--- src/rtl/ifetch_queue_pkg.sv ---
// Shared definitions for the instruction prefetch queue: fetch FSM states,
// datapath widths, the default reset fetch address and a PC alignment helper.
package ifetch_queue_pkg;

   localparam int INSN_W = 32;
   localparam int ADDR_W = 32;

   localparam logic [ADDR_W-1:0] DEFAULT_RESET_PC = 32'h0000_0000;

   typedef enum logic [1:0] {
      IDLE    = 2'd0,
      REQ     = 2'd1,
      DISCARD = 2'd2
   } fetch_state_t;

   // Fetch addresses are always word aligned; the low two bits are forced to zero.
   function automatic logic [ADDR_W-1:0] alignPc(input logic [ADDR_W-1:0] pc);
      return pc & ~ADDR_W'(3);
   endfunction

endpackage

--- src/rtl/ifetch_queue_fetch_fifo.sv ---
// Synchronous FIFO of {pc, insn} pairs for the prefetch queue, with a
// synchronous flush that empties it in a single cycle.
module fetch_fifo
   import ifetch_queue_pkg::*;
#(
   parameter int DEPTH = 4
) (
   input  logic                      clock,
   input  logic                      reset,
   input  logic                      i_push,
   input  logic [ADDR_W-1:0]         i_pushPc,
   input  logic [INSN_W-1:0]         i_pushInsn,
   input  logic                      i_pop,
   input  logic                      i_flush,
   output logic                      o_valid,
   output logic [ADDR_W-1:0]         o_headPc,
   output logic [INSN_W-1:0]         o_headInsn,
   output logic [$clog2(DEPTH):0]    o_count
);

   localparam int PTR_W = $clog2(DEPTH);
   localparam int CNT_W = PTR_W + 1;
   localparam logic [CNT_W-1:0] FULL_COUNT = CNT_W'(DEPTH);

   logic [ADDR_W-1:0] r_pcMem   [DEPTH];
   logic [INSN_W-1:0] r_insnMem [DEPTH];
   logic [PTR_W-1:0]  r_wrPtr;
   logic [PTR_W-1:0]  r_rdPtr;
   logic [CNT_W-1:0]  r_count;

   logic w_doPush;
   logic w_doPop;

   // Flush wins over everything; full/empty guards keep the pointers consistent.
   assign w_doPush = i_push && !i_flush && (r_count != FULL_COUNT);
   assign w_doPop  = i_pop  && !i_flush && (r_count != '0);

   always_ff @(posedge clock or posedge reset) begin
      if (reset) begin
         r_wrPtr <= '0;
         r_rdPtr <= '0;
         r_count <= '0;
      end else if (i_flush) begin
         r_wrPtr <= '0;
         r_rdPtr <= '0;
         r_count <= '0;
      end else begin
         if (w_doPush) begin
            r_wrPtr <= r_wrPtr + PTR_W'(1);
         end
         if (w_doPop) begin
            r_rdPtr <= r_rdPtr + PTR_W'(1);
         end
         case ({w_doPush, w_doPop})
            2'b10:   r_count <= r_count + CNT_W'(1);
            2'b01:   r_count <= r_count - CNT_W'(1);
            default: r_count <= r_count;
         endcase
      end
   end

   // Storage carries no reset; entries are only read while counted as valid.
   always_ff @(posedge clock) begin
      if (w_doPush) begin
         r_pcMem[r_wrPtr]   <= i_pushPc;
         r_insnMem[r_wrPtr] <= i_pushInsn;
      end
   end

   assign o_valid    = (r_count != '0);
   assign o_headPc   = r_pcMem[r_rdPtr];
   assign o_headInsn = r_insnMem[r_rdPtr];
   assign o_count    = r_count;

endmodule

--- src/rtl/ifetch_queue.sv ---
// Instruction prefetch queue: a single-outstanding-request fetch FSM that fills
// a small FIFO of {pc, insn} pairs and restarts cleanly on branch redirects.
module ifetch_queue
   import ifetch_queue_pkg::*;
#(
   parameter int                DEPTH    = 4,
   parameter logic [ADDR_W-1:0] RESET_PC = DEFAULT_RESET_PC
) (
   input  logic              clock,
   input  logic              reset,
   input  logic              redirect_valid,
   input  logic [ADDR_W-1:0] redirect_pc,
   output logic              imem_req,
   output logic [ADDR_W-1:0] imem_addr,
   input  logic              imem_ack,
   input  logic [INSN_W-1:0] imem_rdata,
   output logic              out_valid,
   input  logic              out_ready,
   output logic [ADDR_W-1:0] out_pc,
   output logic [INSN_W-1:0] out_ir
);

   localparam int CNT_W = $clog2(DEPTH) + 1;

   fetch_state_t      r_state;
   fetch_state_t      w_nextState;
   logic [ADDR_W-1:0] r_fetchPc;
   logic [ADDR_W-1:0] w_nextFetchPc;
   logic [ADDR_W-1:0] r_imemAddr;
   logic [ADDR_W-1:0] w_nextImemAddr;
   logic              r_imemReq;

   logic              w_push;
   logic              w_pop;
   logic              w_outValid;
   logic [CNT_W-1:0]  w_count;
   logic [CNT_W-1:0]  w_countNext;
   logic              w_hasCredit;
   logic [ADDR_W-1:0] w_redirectPc;
   logic [ADDR_W-1:0] w_seqPc;
   logic [ADDR_W-1:0] w_discardPc;

   // A redirect suppresses both the push of returning data and the pop of the head.
   assign w_push       = (r_state == REQ) && imem_ack && !redirect_valid;
   assign w_pop        = w_outValid && out_ready && !redirect_valid;
   assign w_countNext  = w_count + CNT_W'(w_push) - CNT_W'(w_pop);
   assign w_hasCredit  = (w_countNext < CNT_W'(DEPTH));
   assign w_redirectPc = alignPc(redirect_pc);
   assign w_seqPc      = r_imemAddr + ADDR_W'(4);
   assign w_discardPc  = redirect_valid ? w_redirectPc : r_fetchPc;

   // Next-state logic: a new request only issues when the queue is guaranteed a
   // free slot once the data returns, so the FIFO can never overflow.
   always_comb begin
      w_nextState    = r_state;
      w_nextFetchPc  = r_fetchPc;
      w_nextImemAddr = r_imemAddr;
      case (r_state)
         IDLE: begin
            if (redirect_valid) begin
               w_nextFetchPc = w_redirectPc;
            end else if (w_hasCredit) begin
               w_nextState    = REQ;
               w_nextImemAddr = r_fetchPc;
            end
         end
         REQ: begin
            if (redirect_valid) begin
               w_nextFetchPc = w_redirectPc;
               if (imem_ack) begin
                  w_nextImemAddr = w_redirectPc;
               end else begin
                  w_nextState = DISCARD;
               end
            end else if (imem_ack) begin
               w_nextFetchPc = w_seqPc;
               if (w_hasCredit) begin
                  w_nextImemAddr = w_seqPc;
               end else begin
                  w_nextState = IDLE;
               end
            end
         end
         DISCARD: begin
            w_nextFetchPc = w_discardPc;
            if (imem_ack) begin
               w_nextState    = REQ;
               w_nextImemAddr = w_discardPc;
            end
         end
         default: begin
            w_nextState = IDLE;
         end
      endcase
   end

   // The request strobe is registered alongside the state so it never glitches.
   always_ff @(posedge clock or posedge reset) begin
      if (reset) begin
         r_state    <= IDLE;
         r_fetchPc  <= RESET_PC;
         r_imemAddr <= RESET_PC;
         r_imemReq  <= 1'b0;
      end else begin
         r_state    <= w_nextState;
         r_fetchPc  <= w_nextFetchPc;
         r_imemAddr <= w_nextImemAddr;
         r_imemReq  <= (w_nextState != IDLE);
      end
   end

   fetch_fifo #(
      .DEPTH (DEPTH)
   ) u_fifo (
      .clock      (clock),
      .reset      (reset),
      .i_push     (w_push),
      .i_pushPc   (r_imemAddr),
      .i_pushInsn (imem_rdata),
      .i_pop      (w_pop),
      .i_flush    (redirect_valid),
      .o_valid    (w_outValid),
      .o_headPc   (out_pc),
      .o_headInsn (out_ir),
      .o_count    (w_count)
   );

   assign imem_req  = r_imemReq;
   assign imem_addr = r_imemAddr;
   assign out_valid = w_outValid;

endmodule

--- config.mk ---
export PLATFORM = sky130hd
export DESIGN_NAME = ifetch_queue
export DESIGN_NICKNAME = d
export VERILOG_FILES = /design/src/rtl/ifetch_queue_pkg.sv /design/src/rtl/ifetch_queue_fetch_fifo.sv /design/src/rtl/ifetch_queue.sv
export SDC_FILE = /design/constraint.sdc
export NUM_CORES = 1
export LEC_CHECK = 0
export ABC_AREA = 0
export CORE_AREA = 4 4 170 172
export CTS_BUF_LIST = sky130_fd_sc_hd__clkbuf_4
export CTS_CLUSTER_SIZE = 12
export DETAILED_ROUTE_END_ITERATION = 10
export DIE_AREA = 0 0 174 176
export PLACE_DENSITY = 0.74
export SLEW_MARGIN = 15
export SYNTH_ARGS = -nofsm -noshare
export SYNTH_HDL_FRONTEND = slang
export SYNTH_SLANG_ARGS = --single-unit
--- constraint.sdc ---
create_clock -name clock -period 3.4 [get_ports clock]
set_clock_uncertainty 0.2 [all_clocks]
set_input_delay 0.68 -clock clock [delete_from_list [all_inputs] [get_ports clock]]
set_output_delay 0.68 -clock clock [all_outputs]
set_load 0.05 [all_outputs]
# After elaboration in Yosys (flattened, before gate mapping)
# Memories as Yosys holds them, arrays and structs flattened.
# Cells that the tools add are included.
# W data, S select, Z words.
[op_classes]
add_sub_neg = 7
n_lt_le_gt_ge = 1
n_eq_ne = 11
mux = 28
n_reduce_logical = 20
[op_table]
columns = ["operator", "count"]
rows = [
  ["$mux W32", 10],
  ["$pmux W32 S3", 1],
  ["$pmux W32 S2", 1],
  ["$add A32 B3 Y32 const B", 1],
  ["$mux W2", 11],
  ["$ne A3 B3 Y1 const B", 3],
  ["$reduce_bool A3 Y1", 3],
  ["$logic_and A1 B1 Y1", 8],
  ["$ne A2 B2 Y1 const B", 4],
  ["$reduce_bool A2 Y1", 4],
  ["$pmux W2 S3", 1],
  ["$pmux W3 S2", 1],
  ["$reduce_and A6 Y1", 1],
  ["$add A2 B1 Y2 const B", 2],
  ["$eq A2 B1 Y1 const B", 2],
  ["$eq A2 B2 Y1 const B", 2],
  ["$add A3 B1 Y3", 1],
  ["$add A3 B1 Y3 const B", 1],
  ["$lt A3 B3 Y1 const B", 1],
  ["$mux W3", 1],
  ["$sub A3 B1 Y3", 1],
  ["$sub A3 B1 Y3 const B", 1],
  ["$logic_not A2 Y1", 1],
  ["$mux W1", 2],
  ["other kinds (3)", 3],
]
[totals]
regBits = 74
ram_bits = 256
in_bits = 69
wordCells = 76
memories = 2
[mem_list]
columns = ["name", "depth", "word_bits", "read_ports", "rd_ports_with_merged_regs", "wr", "line_no", "rtl"]
rows = [
  ["u_fifo.r_insnMem", 4, 32, 1, 0, 1, "ifetch_queue_fetch_fifo.sv:26", "logic [INSN_W-1:0] r_insnMem [DEPTH];"],
  ["u_fifo.r_pcMem", 4, 32, 1, 0, 1, "ifetch_queue_fetch_fifo.sv:25", "logic [ADDR_W-1:0] r_pcMem [DEPTH];"],
]

# Logic depth before layout (Yosys ltp)
[depth]
word_depth = 11
depth_mapped = 15
depth_no_buf = 12

# Hierarchy
# A second synthesis with hierarchy kept.
[hier_totals]
hier_cells = 917
area_unflattened_um2 = 14206.1
[by_module_without_submodules]
columns = ["module", "instances", "cells_each", "area_per_inst_um2"]
rows = [
  ["fetch_fifo", 1, 386, 9720.6],
  ["ifetch_queue", 1, 531, 4485.6],
]

# Worst setup path before layout
# No wires, ideal clock.
[synth_path]
path_type = "input port to flip-flop"
start = "input redirect_valid"
end = "register r_imemAddr[23] (netlist: imem_addr[23])"
setup_ns = 0.138
arrival_ns = 3.898
required_time_ns = 3.062
setup_slack_ns = -0.836
cell_stages = 15
path_buffers = 5
path_cell_list = "clkbuf_1 -> clkbuf_1 -> clkbuf_1 -> clkbuf_1 -> nor2_1 -> ha_1 -> inv_1 -> ha_1 -> and3b_1 -> or4_1 -> a311o_1 -> clkbuf_1 -> or4_1 -> nand3_1 -> a22oi_1"
[synth_via]
elab_chain_cells = 7
[synth_rtl]
columns = ["element", "line_no", "rtl"]
rows = [
  ["start: declaration", "ifetch_queue.sv:11", "input logic redirect_valid,"],
  ["$logic_not A1 Y1", "ifetch_queue.sv:44, ifetch_queue.sv:45", ""],
  ["$logic_and A1 B1 Y1", "ifetch_queue.sv:44", "assign w_push = (r_state == REQ) && imem_ack && !redirect_valid;"],
  ["$add A3 B1 Y3", "ifetch_queue.sv:46", "assign w_countNext = w_count + CNT_W'(w_push) - CNT_W'(w_pop);"],
  ["$sub A3 B1 Y3", "ifetch_queue.sv:46", ""],
  ["$lt A3 B3 Y1", "ifetch_queue.sv:47", "assign w_hasCredit = (w_countNext < CNT_W'(DEPTH));"],
  ["$ne A3 B3 Y1 (no source line) / $ne A2 B2 Y1 (equally long branches)", "-", ""],
  ["$reduce_and A6 Y1 (no source line)", "-", ""],
  ["end signal: assignment", "ifetch_queue.sv:107", "r_imemAddr <= w_nextImemAddr;"],
  ["end: declaration", "ifetch_queue.sv:29", "logic [ADDR_W-1:0] r_imemAddr;"],
]
# Parallel ways exist; a longest one is shown, timed or not. The select of a mux whose other input is x is not followed.
# A chain may end at the register's enable or synchronous reset.

# Worst setup path after layout
[layout_path]
start = "register u_fifo.r_count[2] (netlist: u_fifo.o_count[2])"
end = "register r_imemAddr[23] (netlist: imem_addr[23])"
[layout_via]
elab_chain_cells = 7
[layout_rtl]
columns = ["element", "line_no", "rtl"]
rows = [
  ["start: declaration", "ifetch_queue_fetch_fifo.sv:29", "logic [CNT_W-1:0] r_count;"],
  ["start signal: assignment", "ifetch_queue_fetch_fifo.sv:55", "2'b10: r_count <= r_count + CNT_W'(1);"],
  ["start signal: assignment", "ifetch_queue_fetch_fifo.sv:56", "2'b01: r_count <= r_count - CNT_W'(1);"],
  ["start signal: assignment", "ifetch_queue_fetch_fifo.sv:57", "default: r_count <= r_count;"],
  ["parallel branches: the longest is 3 deep, another holds $add A3 B1 Y3", "-", ""],
  ["$sub A3 B1 Y3 (*)", "ifetch_queue.sv:46", ""],
  ["$lt A3 B3 Y1 (*)", "ifetch_queue.sv:47", ""],
  ["$ne A3 B3 Y1 (no source line) / $ne A2 B2 Y1 (equally long branches)", "-", ""],
  ["$reduce_and A6 Y1 (no source line) (*)", "-", ""],
]
# Mark *: on every way between the ends.

==> results.md <==
* Pre-CTS WS at -334 ps
* Most common cell in the netlist: edfxtp_1
* Final number of setup-violating endpoints at 0
* Status: completed
* Top cell type by total area after synthesis: edfxtp_1
* Post-synthesis simple-gate area fraction at 6.35%
* Flop2flop setup slack at 100 ps
* Maximum clock path buffer count at 3
* Sequential-to-total area share from yosys stat at 68.2%
* Cells after Synth at 906
* DIE WIDTH at 174 um
* Slew Viols, Final at 0
* Nets at between 1,000 and 1,500
* Syn_area_per_cell at 15.4 um^2
* Vias at just over 9,000
* Synth area leaders: edfxtp_1 55%, dfrtp_1 13%, mux4_2 10%
* Multiplexer area fraction after synthesis at 10.4%
* Tot GR Track Use at a little over a fifth
* CTS tree: built
* Adder-Cell Fraction of Synth Area at ~1.2%
* RSZ-0062 raised after global routing: false
* P per Cell Area at between 900 and 1000 mW/mm^2
* Num CTS Buffers at 83
* Critical path cell sequence: or3_1 -> nand2_1 -> nor2_2 -> ha_1 -> inv_1 -> ha_1 -> and3b_1 -> or4_4 -> a311o_1 -> or4_1 -> nand3_1 -> a22oi_1
* CP arrival at 3630 ps
* Depth of the most critical reg-to-reg path at 12
* Cell repeated most along the worst path: ha_1
* GRT overflow at 0
* Wirelength per Cell at 21.1 um
* Setup_tns at 0 ps
* Max_slew headroom at 17.3%
* Routed Wire Length at 33,400 um
* Core Box Area at 0.0275 mm^2
* Syn nets at between 900 and 1,000
* CP startpoint kind: flip-flop
* Port buffer count at 164
* Top FF cell, synth: edfxtp_1
* Total die area at around 0.031 mm^2
* MaxCap Viol Count at 0
* Top cell type's share of synthesized area at a little over half
* Synth async-reset ratio at 22.4%
* Worst path top cell family by delay: simple AND/OR/NAND/NOR gates
* VDD IR max at 0.607 mV
* Post-synth top cells: 256 x edfxtp_1, 74 x dfrtp_1, 64 x mux4_2, 64 x o21ai_0, 56 x nor2_1
* Largest net degree at the start of global routing at 51
* Fin. Hold Viols at 0
* Mapped Area at 0.0140 mm^2
* Die H at roughly 180 um
* Starting Density at about half
* Worst-margin pin slew at 1240 ps
* Largest stage delay on the critical path at around 500 ps
* Root buf cell: clkbuf_4
* Number of synthesis warnings at 0
* Setup bufs post-CTS at 0
* Worst-path clk slew at roughly 80 ps
* Buf/Inv on CP at 1
* Min Tclk post-route at between 3000 and 4000 ps
* FF-to-FF End: imem_addr[23]
* Number of H-tree levels at 3
* First-pass iteration count of the detailed router at 8
* Setup crit end: imem_addr[23]
* Post-route ant nets at 0
* Remaining DRCs at 0
* FP Rows at 61
* Crit-path slowest cell: or4_4
* Vias per cell at ~5.9
* F_max at 303 MHz
* CP Depth at 12
* Ratio of cells with drive above 1 in the final layout at 28.7%
* Dpl hpwl at 21,900 um
* Worst setup margin at 99.2 ps
* Reg-to-Reg Start: u_fifo.o_count[2]
* Critical path fanouts, max at 3
* Crit end category: flip-flop
* Synth cell types at between 60 and 70
* Global-route wire length before repair at around 53,000 um
* Synth-to-Final Area Change at 24.7%
* CTS sink count at 330
* Hold crit path type: in -> async
* Tcrit/Tclk final at 97.1%
* CP startpoint: u_fifo.o_count[2]
* Initial drt markers at around 850
* Post-synthesis sequential element count at 330
* Post-synthesis compound-gate area fraction at 9.63%
* Placer congestion estimate at between 0.8 and 0.9
* Data required, critical path at around 3700 ps
* XOR/XNOR share of the synthesized area at 2.19%
* Clock Latency Late Sink at 660 ps
* Number of synthesized flops with an enable pin at 256
* I/O pin count at 167
* Main combinational cell family by area after synthesis: multiplexers
* Initial antenna violation count at 3
* WS Path Type: reg -> reg
* Vias in the first global route at 9,476
* Leak at just over 6 nW
-- through the flow --
| stage | util (%) | hold WS, ps | instance area, um^2 | total power, mW | std cells |
|---|---|---|---|---|---|
| after floorplan | - | 272 | 14100 | 10.4 | 906 |
| after detailed placement | 59.7 | 302 | 16400 | 12.8 | 1432 |
| after CTS | 63.5 | 187 | 17400 | 16.1 | 1578 |
| final | 63.5 | 227 | 17500 | 16.0 | 1581 |
| after global placement | 59.7 | 290 | 16400 | 12.7 | 1432 |
| after global routing | 63.5 | 210 | 17500 | 16.9 | 1581 |
-- cell type report --
class                      count  area [um^2]
fill                        2076        10000
sequential                   330         9550
multi-input combinational    503         4200
timing repair buffer         237         2180
clock buffer                 127          953
tap                          346          433
clock inverter                19         78.8
inverter                      16         60.1
antenna                        3         7.51
-- repair_timing --
| item | CTS | global route |
|---|---|---|
| hold buffers | 0 | 0 |
| setup endpoints to repair | 0 | 3 |
| resized for setup | 0 | 1 |
-- layout by cell type, fill, tap and decap left out, types with 5 or more instances in the layout --
cell               n
a32o_1             5
ha_1              12
dfrtp_1           72
a31oi_1            7
a22oi_1           22
xor2_1            15
a221oi_1          16
a221o_1            6
mux4_2            64
buf_12            12
nand3_1           14
nor3_1            17
o22ai_1           17
edfxtp_1         256
and3_1             9
o31ai_1           10
inv_1             15
nor2_1            55
a21oi_1           29
clkbuf_4         127
clkdlybuf4s50_1  100
o21ai_0           64
buf_4            124
xnor2_1           20
clkinv_1          15
nand2_1           49
-- state kept, by name, summed over array words and instances, names as in the netlist --
signal	count
r_fetchPc	32
r_state	2
imem_req	1
u_fifo.o_count	3
u_fifo.r_rdPtr	2
u_fifo.r_pcMem	128
u_fifo.r_wrPtr	2
u_fifo.r_insnMem	128
imem_addr	32
-- routing by layer --
metal | routed length [um] | share of wire, % | track usage [%] | up-vias
met5 | 0 | 0 | 0 | -
met4 | 551 | 1.6 | 6.63 | 0
met3 | 2790 | 8.3 | 5.57 | 53
met2 | 16300 | 49 | 35.2 | 455
met1 | 13800 | 41 | 30.2 | 4589
li1 | - | - | - | 4183
-- power breakdown --
group | total [mW] | switching, mW | internal [mW]
Clock | 3.19 | 1.50 | 1.70
Sequential | 5.75 | 0.630 | 5.12
Combinational | 7.02 | 4.39 | 2.63
Total | 16.0 | 6.52 | 9.44
-- worst min path at each step --
stage	slack (ps)	endpoint
after floorplan	270	r_fetchPc[13]
after global placement	290	r_fetchPc[12]
after detailed placement	300	r_fetchPc[1]
after CTS	190	u_fifo.r_rdPtr[1]
after global routing	210	u_fifo.r_rdPtr[1]
final	230	u_fifo.o_count[2]
-- logic make-up after synthesis --
logic type	Yosys count
xor+xnor	35
buf+inv	73
fa+ha+maj	13
compound gates	204
flops	330
mux	66
simple gates	185
Note: power is estimated with default switching activity, not from simulation.
